`src/rtl/address_sequencer.sv`:
```
// Bounded address stream (linear, wrap, Galois LFSR, constant) with start/abort/done run control.
// Defining ADDRESS_SEQUENCER_STALL_COUNT_EN adds a saturating backpressure counter output, stall_count.
module address_sequencer #(
    parameter int WIDTH       = 48,
    parameter int COUNT_WIDTH = 32
) (
    input  logic                   clock,
    input  logic                   reset,
    input  logic                   start,
    input  logic                   abort,
    input  logic [1:0]             mode,
    input  logic [WIDTH-1:0]       range_start,
    input  logic [WIDTH-1:0]       range_end,
    input  logic [WIDTH-1:0]       range_increment,
    input  logic [WIDTH-1:0]       lfsr_seed,
    input  logic [WIDTH-1:0]       lfsr_taps,
    input  logic [WIDTH-1:0]       lfsr_mask,
    input  logic [WIDTH-1:0]       final_mask,
    input  logic [COUNT_WIDTH-1:0] count,
    output logic                   out_valid,
    input  logic                   out_ready,
    output logic [WIDTH-1:0]       out_address,
    output logic                   busy,
    output logic                   done
`ifdef ADDRESS_SEQUENCER_STALL_COUNT_EN
    ,
    output logic [COUNT_WIDTH-1:0] stall_count
`endif
);

    typedef enum logic [1:0] {
        S_IDLE,
        S_RUN,
        S_DONE
    } state_e;

    typedef enum logic [1:0] {
        MODE_LINEAR = 2'd0,
        MODE_WRAP   = 2'd1,
        MODE_LFSR   = 2'd2,
        MODE_CONST  = 2'd3
    } mode_e;

    state_e                 state_q;
    mode_e                  mode_q;
    logic [WIDTH-1:0]       range_start_q;
    logic [WIDTH-1:0]       range_end_q;
    logic [WIDTH-1:0]       increment_q;
    logic [WIDTH-1:0]       taps_q;
    logic [WIDTH-1:0]       lfsr_mask_q;
    logic [WIDTH-1:0]       final_mask_q;
    logic [WIDTH-1:0]       address_q;
    logic [WIDTH-1:0]       out_address_q;
    logic [COUNT_WIDTH-1:0] remaining_q;
    logic                   valid_q;
    logic                   busy_q;
    logic                   done_q;

    logic [WIDTH-1:0]       address_d;
    logic [WIDTH-1:0]       load_address;
    logic [WIDTH:0]         wrap_sum;
    logic                   beat_fire;

    assign beat_fire    = valid_q & out_ready;
    assign load_address = (mode_e'(mode) == MODE_LFSR) ? lfsr_seed : range_start;
    assign wrap_sum     = {1'b0, address_q} + {1'b0, increment_q};

    // NOTE: always_comb assigns a default first so no path leaves address_d unassigned (no latch).
    always_comb begin
        address_d = address_q;
        case (mode_q)
            MODE_LINEAR: address_d = address_q + increment_q;
            MODE_WRAP: begin
                if (wrap_sum[WIDTH] || (wrap_sum[WIDTH-1:0] > range_end_q)) begin
                    address_d = range_start_q;
                end else begin
                    address_d = wrap_sum[WIDTH-1:0];
                end
            end
            MODE_LFSR: begin
                address_d = ((address_q >> 1) ^ (address_q[0] ? taps_q : '0)) & lfsr_mask_q;
            end
            default: address_d = address_q;
        endcase
    end

    // NOTE: clocked state uses non-blocking assignments so every register samples pre-edge values.
    always_ff @(posedge clock) begin
        if (reset) begin
            state_q       <= S_IDLE;
            mode_q        <= MODE_LINEAR;
            range_start_q <= '0;
            range_end_q   <= '0;
            increment_q   <= '0;
            taps_q        <= '0;
            lfsr_mask_q   <= '0;
            final_mask_q  <= '0;
            address_q     <= '0;
            out_address_q <= '0;
            remaining_q   <= '0;
            valid_q       <= 1'b0;
            busy_q        <= 1'b0;
            done_q        <= 1'b0;
        end else begin
            done_q <= 1'b0;
            case (state_q)
                S_IDLE: begin
                    if (start) begin
                        mode_q        <= mode_e'(mode);
                        range_start_q <= range_start;
                        range_end_q   <= range_end;
                        increment_q   <= range_increment;
                        taps_q        <= lfsr_taps;
                        lfsr_mask_q   <= lfsr_mask;
                        final_mask_q  <= final_mask;
                        address_q     <= load_address;
                        out_address_q <= load_address & final_mask;
                        remaining_q   <= count;
                        busy_q        <= 1'b1;
                        if (count == '0) begin
                            state_q <= S_DONE;
                            done_q  <= 1'b1;
                        end else begin
                            state_q <= S_RUN;
                            valid_q <= 1'b1;
                        end
                    end
                end
                S_RUN: begin
                    if (beat_fire) begin
                        address_q     <= address_d;
                        out_address_q <= address_d & final_mask_q;
                        remaining_q   <= remaining_q - COUNT_WIDTH'(1);
                    end
                    // Abort outranks completion: a final beat accepted with abort gives no done.
                    if (abort) begin
                        state_q <= S_IDLE;
                        valid_q <= 1'b0;
                        busy_q  <= 1'b0;
                    end else if (beat_fire && (remaining_q == COUNT_WIDTH'(1))) begin
                        state_q <= S_DONE;
                        valid_q <= 1'b0;
                        done_q  <= 1'b1;
                    end
                end
                S_DONE: begin
                    state_q <= S_IDLE;
                    busy_q  <= 1'b0;
                end
                default: begin
                    state_q <= S_IDLE;
                    valid_q <= 1'b0;
                    busy_q  <= 1'b0;
                end
            endcase
        end
    end

    assign out_valid   = valid_q;
    assign out_address = out_address_q;
    assign busy        = busy_q;
    assign done        = done_q;

`ifdef ADDRESS_SEQUENCER_STALL_COUNT_EN
    logic [COUNT_WIDTH-1:0] stall_q;

    always_ff @(posedge clock) begin
        if (reset) begin
            stall_q <= '0;
        end else if ((state_q == S_IDLE) && start) begin
            stall_q <= '0;
        end else if (valid_q && !out_ready && (stall_q != '1)) begin
            stall_q <= stall_q + COUNT_WIDTH'(1);
        end
    end

    assign stall_count = stall_q;
`endif

endmodule
```
`config.mk`:
```
export PLATFORM = sky130hd
export DESIGN_NAME = address_sequencer
export DESIGN_NICKNAME = d
export VERILOG_FILES = /design/src/rtl/address_sequencer.sv
export SDC_FILE = /design/constraint.sdc
export NUM_CORES = 1
export LEC_CHECK = 0
export CORE_UTILIZATION = 54
export DETAILED_ROUTE_END_ITERATION = 7
export GPL_TIMING_DRIVEN = 0
export PLACE_DENSITY_LB_ADDON = 0.3
export SYNTH_ARGS = -nofsm -noshare
export SYNTH_HDL_FRONTEND = slang
export SYNTH_SLANG_ARGS = --single-unit
```
`constraint.sdc`:
```
create_clock -name clock -period 5.4 [get_ports clock]
set_input_delay 1.08 -clock clock [delete_from_list [all_inputs] [get_ports clock]]
set_output_delay 1.08 -clock clock [all_outputs]
set_load 0.005 [all_outputs]
```
# After elaboration in Yosys (flattened, before gate mapping)
# Index checks and enable logic that the tools add are counted.
[totals]
input_bits = 375
regBits = 423
elab_cells = 77
output_inout_bits = 51
[op_classes]
eq_ne = 11
bitwise_logic = 6
n_mux = 31
order_cmp = 1
addsub = 3
n_reduce_logical = 11
[op_table]
columns = ["op", "n"]
rows = [
  ["two-way mux 48 bit", 7],
  ["one-hot mux 48 bit (2 select lines)", 2],
  ["bitwise AND 48 bit", 3],
  ["one-hot mux 48 bit (3 select lines)", 1],
  ["two-way mux 32 bit", 2],
  ["one-hot mux 32 bit (2 select lines)", 1],
  ["adder 48 x 48 -> 49 bit", 1],
  ["adder 48 bit", 1],
  ["> comparator 48 bit", 1],
  ["bitwise XOR 47 x 48 -> 48 bit", 1],
  ["equality test 32 x 1 -> 1 bit, second input constant", 1],
  ["zero test 32 bit", 1],
  ["subtractor 32 x 1 -> 32 bit, second input constant", 1],
  ["two-way mux 1 bit", 10],
  ["two-way mux 2 bit", 4],
  ["inequality test 2 bit, second input constant", 4],
  ["equality test 2 bit, second input constant", 3],
  ["AND reduction 2 bit", 3],
  ["equality test 2 x 1 -> 1 bit, second input constant", 2],
  ["zero test 2 bit", 2],
  ["one-hot mux 1 bit (2 select lines)", 2],
  ["one-hot mux 2 bit (2 select lines)", 1],
  ["AND reduction 4 bit", 1],
  ["inequality test 3 bit, second input constant", 1],
  ["other kinds (7)", 7],
]

# Longest topological paths before layout
[depth]
depth_word = 8
depth_mapped = 25
depth_no_buf = 22

# Worst setup path after synthesis
# OpenSTA, ideal clock, no wires.
[synth_path]
path_kind = "reg2reg"
startpoint = "register address_q[9]"
endpoint = "register out_address_q[33] (netlist: out_address[33])"
synth_period_minus_slack_ns = 4.527
t_required_ns = 5.266
arrival_time_ns = 4.393
setup_ns = 0.134
path_stages_with_launch = 24
slack_ns = 0.873
path_buffers = 3
cell_sequence = "dfxtp_1 -> ha_1 -> buf_4 -> a21oi_2 -> o21ai_0 -> a32o_1 -> or2_1 -> o21ai_1 -> nand3b_1 -> a2111oi_2 -> xnor2_1 -> ha_1 -> nand4_1 -> nor3_1 -> a21oi_1 -> o21ai_0 -> a21o_1 -> o211a_1 -> buf_2 -> o21ai_4 -> buf_6 -> mux2_1 -> o211ai_1 -> a211oi_1"
[synth_between]
elab_chain_cells = 8
elab_cells_between_ends = 9
cone_classes = "add/sub: 2; order compare: 1; mux: 4; bitwise: 1; reduce/logical: 1"
[synth_lines]
columns = ["item", "line_no", "source"]
rows = [
  ["start: declaration", "52", "logic [WIDTH-1:0] address_q;"],
  ["start signal: assignment", "116", "address_q <= load_address;"],
  ["start signal: assignment", "131", "address_q <= address_d;"],
  ["adder 48 x 48 -> 49 bit", "66", "assign wrap_sum = {1'b0, address_q} + {1'b0, increment_q};"],
  ["> comparator 48 bit", "74", "if (wrap_sum[WIDTH] || (wrap_sum[WIDTH-1:0] > range_end_q)) begin"],
  ["logical OR 1 bit", "74", ""],
  ["two-way mux 48 bit", "74", ""],
  ["one-hot mux 48 bit (3 select lines) *", "71", "case (mode_q)"],
  ["bitwise AND 48 bit *", "132", "out_address_q <= address_d & final_mask_q;"],
  ["two-way mux 48 bit *", "130", "if (beat_fire) begin"],
  ["one-hot mux 48 bit (2 select lines) *", "106", "case (state_q)"],
  ["end signal: assignment", "117", "out_address_q <= load_address & final_mask;"],
  ["end signal: assignment", "132", ""],
  ["end: declaration", "53", "logic [WIDTH-1:0] out_address_q;"],
]
# Every way passes the cells marked *; elsewhere a longest branch is shown, timed or not. The select of a mux whose other input is x is not followed.
# A chain may end at the register's enable or synchronous reset.

# Worst setup path after layout
[layout_path]
startpoint = "register address_q[0]"
endpoint = "register out_address_q[23] (netlist: out_address[23])"
# The elaborated chain is that of the path after synthesis.

==> results.md <==
* Status: complete, but fails checks
* Violated checks: design-rule violations, negative setup slack
* Worst-Skew Late Latency at 0.61 ns
* Clk_skew at 0.0215 ns
* Worst r2r dst: out_address[23]
* # rows at 76
* Register-to-Register Path Depth at 23
* Area Growth Syn to Fin at 35.0%
* Remaining antenna violation count at 0
* Origin of the critical flop-to-flop path: address_q[0]
* Cell variety after synth at 83
* Total GRT Usage at 50.0%
* FF+latch count, synth at 423
* Wire per inst at 26.2 um
* Worst Path Required at 5.93 ns
* Arr. time, crit path at 6.04 ns
* CTS root buf: clkbuf_16
* Synth area leaders: dfxtp_1, nand2_1, a21oi_1
* Clock-pin slew on the worst setup and hold paths at 0.07 ns
* PortBufs at 424
* DR vias/cell at 6.53
* GPL Wtd Cong at 1.07
* HPWL Detailed at 85500 um
* Worst Max-Slew Pin Slew at 1.40 ns
* Critical path buffer and inverter count at 6
* Most frequent cells in the layout: nand2_1, a21oi_1, clkdlybuf4s50_1
* Compound-cell area share of the yosys netlist at 24.2%
* Final Net Count at 4294
* Ports at 426
* Max Clk Rate at 182 MHz
* Post-synth EDFFs at 0
* Crit path max-delay family: compound AO/OA/AOI/OAI gates
* Hold endpoint: lfsr_mask_q[44]
* Setup TNS at -0.793 ns
* Min Clock Period, post-route at 5.51 ns
* Initial antenna violation count at 7
* Adder-Cell Fraction of Synth Area at 5.28%
* Main combinational cell family by area after synthesis: simple AND/OR/NAND/NOR gates
* Final Power at 12.5 mW
* Largest net degree at the start of global routing at 15
* Worst setup path category: flop to flop
* Fin crit share at 102%
* DRC at 5
* PwrDens at 392 nW/um^2
* Vias at 29.1k
* DR WL met2 at 47100 um
* Num CTS Buffers at 44
* Synth top area share at 35.9%
* Crit path top cell by count: buf_4
* Syn nets at 3770
* Most common cell after layout, fill and taps aside: nand2_1
* Placed Area at 28600 sq um
* Final setup viols at 23
* RSZ-0062 raised after global routing: yes
* Max-Cap Viols at 0
* Initial Utilization at 54.7%
* DR top layer: met5
* First-pass GRT wire length at 163000 um
* VDD IR-drop max at 0.254 mV
* Core area at 43100 sq um
* DR iter-0 viols at 4766
* Simple-gate share of the synthesized area at 24.6%
* Sequential area share after synthesis at 35.9%
* Main synth FF type: dfxtp_1
* Layout cells sized above 1 at 9.34%
* Worst-path maximum fanout at 7
* Vias in the first global route at 26.4k
* Die H at 211 um
* Finished Cell Area at 31800 sq um
* Worst Hold Depth at 2
* Setup slack after layout at -0.108 ns
* Yosys warns at 0
* Cell count after synthesis at 3296
* Mux cell area share after synthesis at 1.55%
* Drt pass-1 iters at 8
* DRT Wirelength at 116000 um
* Hold Crit Class: flop to flop
* Crit-path max cell delay at 0.53 ns
* Crit-path slowest cell: nor4bb_4
* Leak at 11.7 nW
* Worst R2R Setup Slack at -0.11 ns
* Min-Delay Startpoint: lfsr_mask_q[44]
* Die W at 211 um
* Relative slew slack at 6.85%
* Cell chain of the critical path: ha_4, inv_2, fa_2, nand2b_4, a21o_4, a211oi_1, nor3_1, xnor2_1, buf_4, ha_1, and4_1, nor4bb_4, a221oi_4, o211ai_1, buf_4, o211ai_1, buf_4, a21oi_4, buf_12, buf_16, mux2i_4, nand4_1, a211oi_2
* Avg Inst Size Synth at 7.15 sq um
* M1 WL at 40800 um
* Gr ovfl total at 0
* WL met3 at 16800 um
* CTS Hold Bufs at 0
* Dpl ws at -1.28 ns
* Xor and xnor area share after synthesis at 3.19%
* CTS max path bufs at 3
* Clk sinks at 423
* Post-synth top area cell: dfxtp_1
* Die footprint at 44500 sq um
* TritonCTS clock tree: yes
* H-tree depth at 2
* Max-slew violation count at 0
* Startpoint Class: flop
* Hold Vio Cnt, Final at 0
* Endpoint kind of the worst setup timing path: flop
* Async set-reset flop share out of synthesis at 0%
* Netlist Area Pre-Place at 23600 sq um
kinds of logic after synthesis:
logic type,count (synthesis)
and+or+nand+nor,1390
AOI/OAI and AO/OA,957
DFF,423
buffers and inverters,306
adders and majority gates,99
xor gates and xnor gates,86
muxes,35
power by group:
part,switching [mW],internal (mW),total (mW)
clock,1.41,1.80,3.21
combinational,3.33,1.92,5.25
sequential,0.454,3.55,4.00
total,5.20,7.27,12.5
timing repair:
action                                  4_1_cts  5_1_grt
gates resized for setup                     128      169
setup buffers                                16       40
pin swaps                                    22       55
endpoints found under the setup margin       96       96
cloned                                        0        1
registers in the layout, summed over array words and instances (netlist names), 32 cells and up:
signal	cells
lfsr_mask_q	48
final_mask_q	48
range_start_q	48
remaining_q	32
out_address	48
address_q	48
increment_q	48
range_end_q	48
taps_q	48
area by class of cell:
cell class / count / area, sq um
flip-flops and latches: 423 / 8550
well taps: 585 / 732
multi-input cells: 2567 / 15100
diodes: 6 / 15.0
plain buffers: 230 / 1000
clock inverters: 16 / 123
clock buffers: 66 / 1370
fillers: 3489 / 11200
inverters: 74 / 278
repair buffers: 480 / 4710
metal layers:
layer	GRT usage, %	up-vias
li1	-	12536
met3	15.1	719
met5	0.111	-
met1	61.2	13287
met2	72.9	2506
met4	39.6	2
cells in the mapped netlist (all sizes together), types with 15 or more instances:
master	count
nand4	45
clkbuf	183
xor2	18
a21o	26
nor3	59
mux2i	22
ha	98
nand3	36
o21ai	116
nor2	246
a31oi	22
nand2	897
inv	74
buf	49
a211oi	79
o211ai	44
nand2b	15
a21oi	526
xnor2	68
a311oi	22
nor4	23
and3	18
dfxtp	423
worst min-delay path: stages, from the launching register on:
cell and delay [ns]:
dfxtp_1 0.31, nand2_1 0.05, a21oi_1 0.05
worst max path at each step:
stage,startpoint,endpoint,slack [ns],cells after the start
CTS,address_q[18],out_address[3],0.0005,21
detailed placement,address_q[0],out_address[18],-1.28,23
finish,address_q[0],out_address[23],-0.11,23
global placement,address_q[0],out_address[14],-1.26,23
global route,address_q[0],out_address[23],-0.18,23
floorplan,address_q[9],out_address[33],0.87,23
stage by stage:
step | instances | utilization [%] | hold WS, ns
after floorplan | 3296 | - | 0.427
after global placement | 4305 | 66.3 | 0.437
after detailed placement | 4305 | 66.3 | 0.443
after CTS | 4403 | 71.3 | 0.451
after global routing | 4442 | 73.9 | 0.464
final | 4447 | 73.9 | 0.454
No activity file was read; power rests on OpenSTA's default activity.
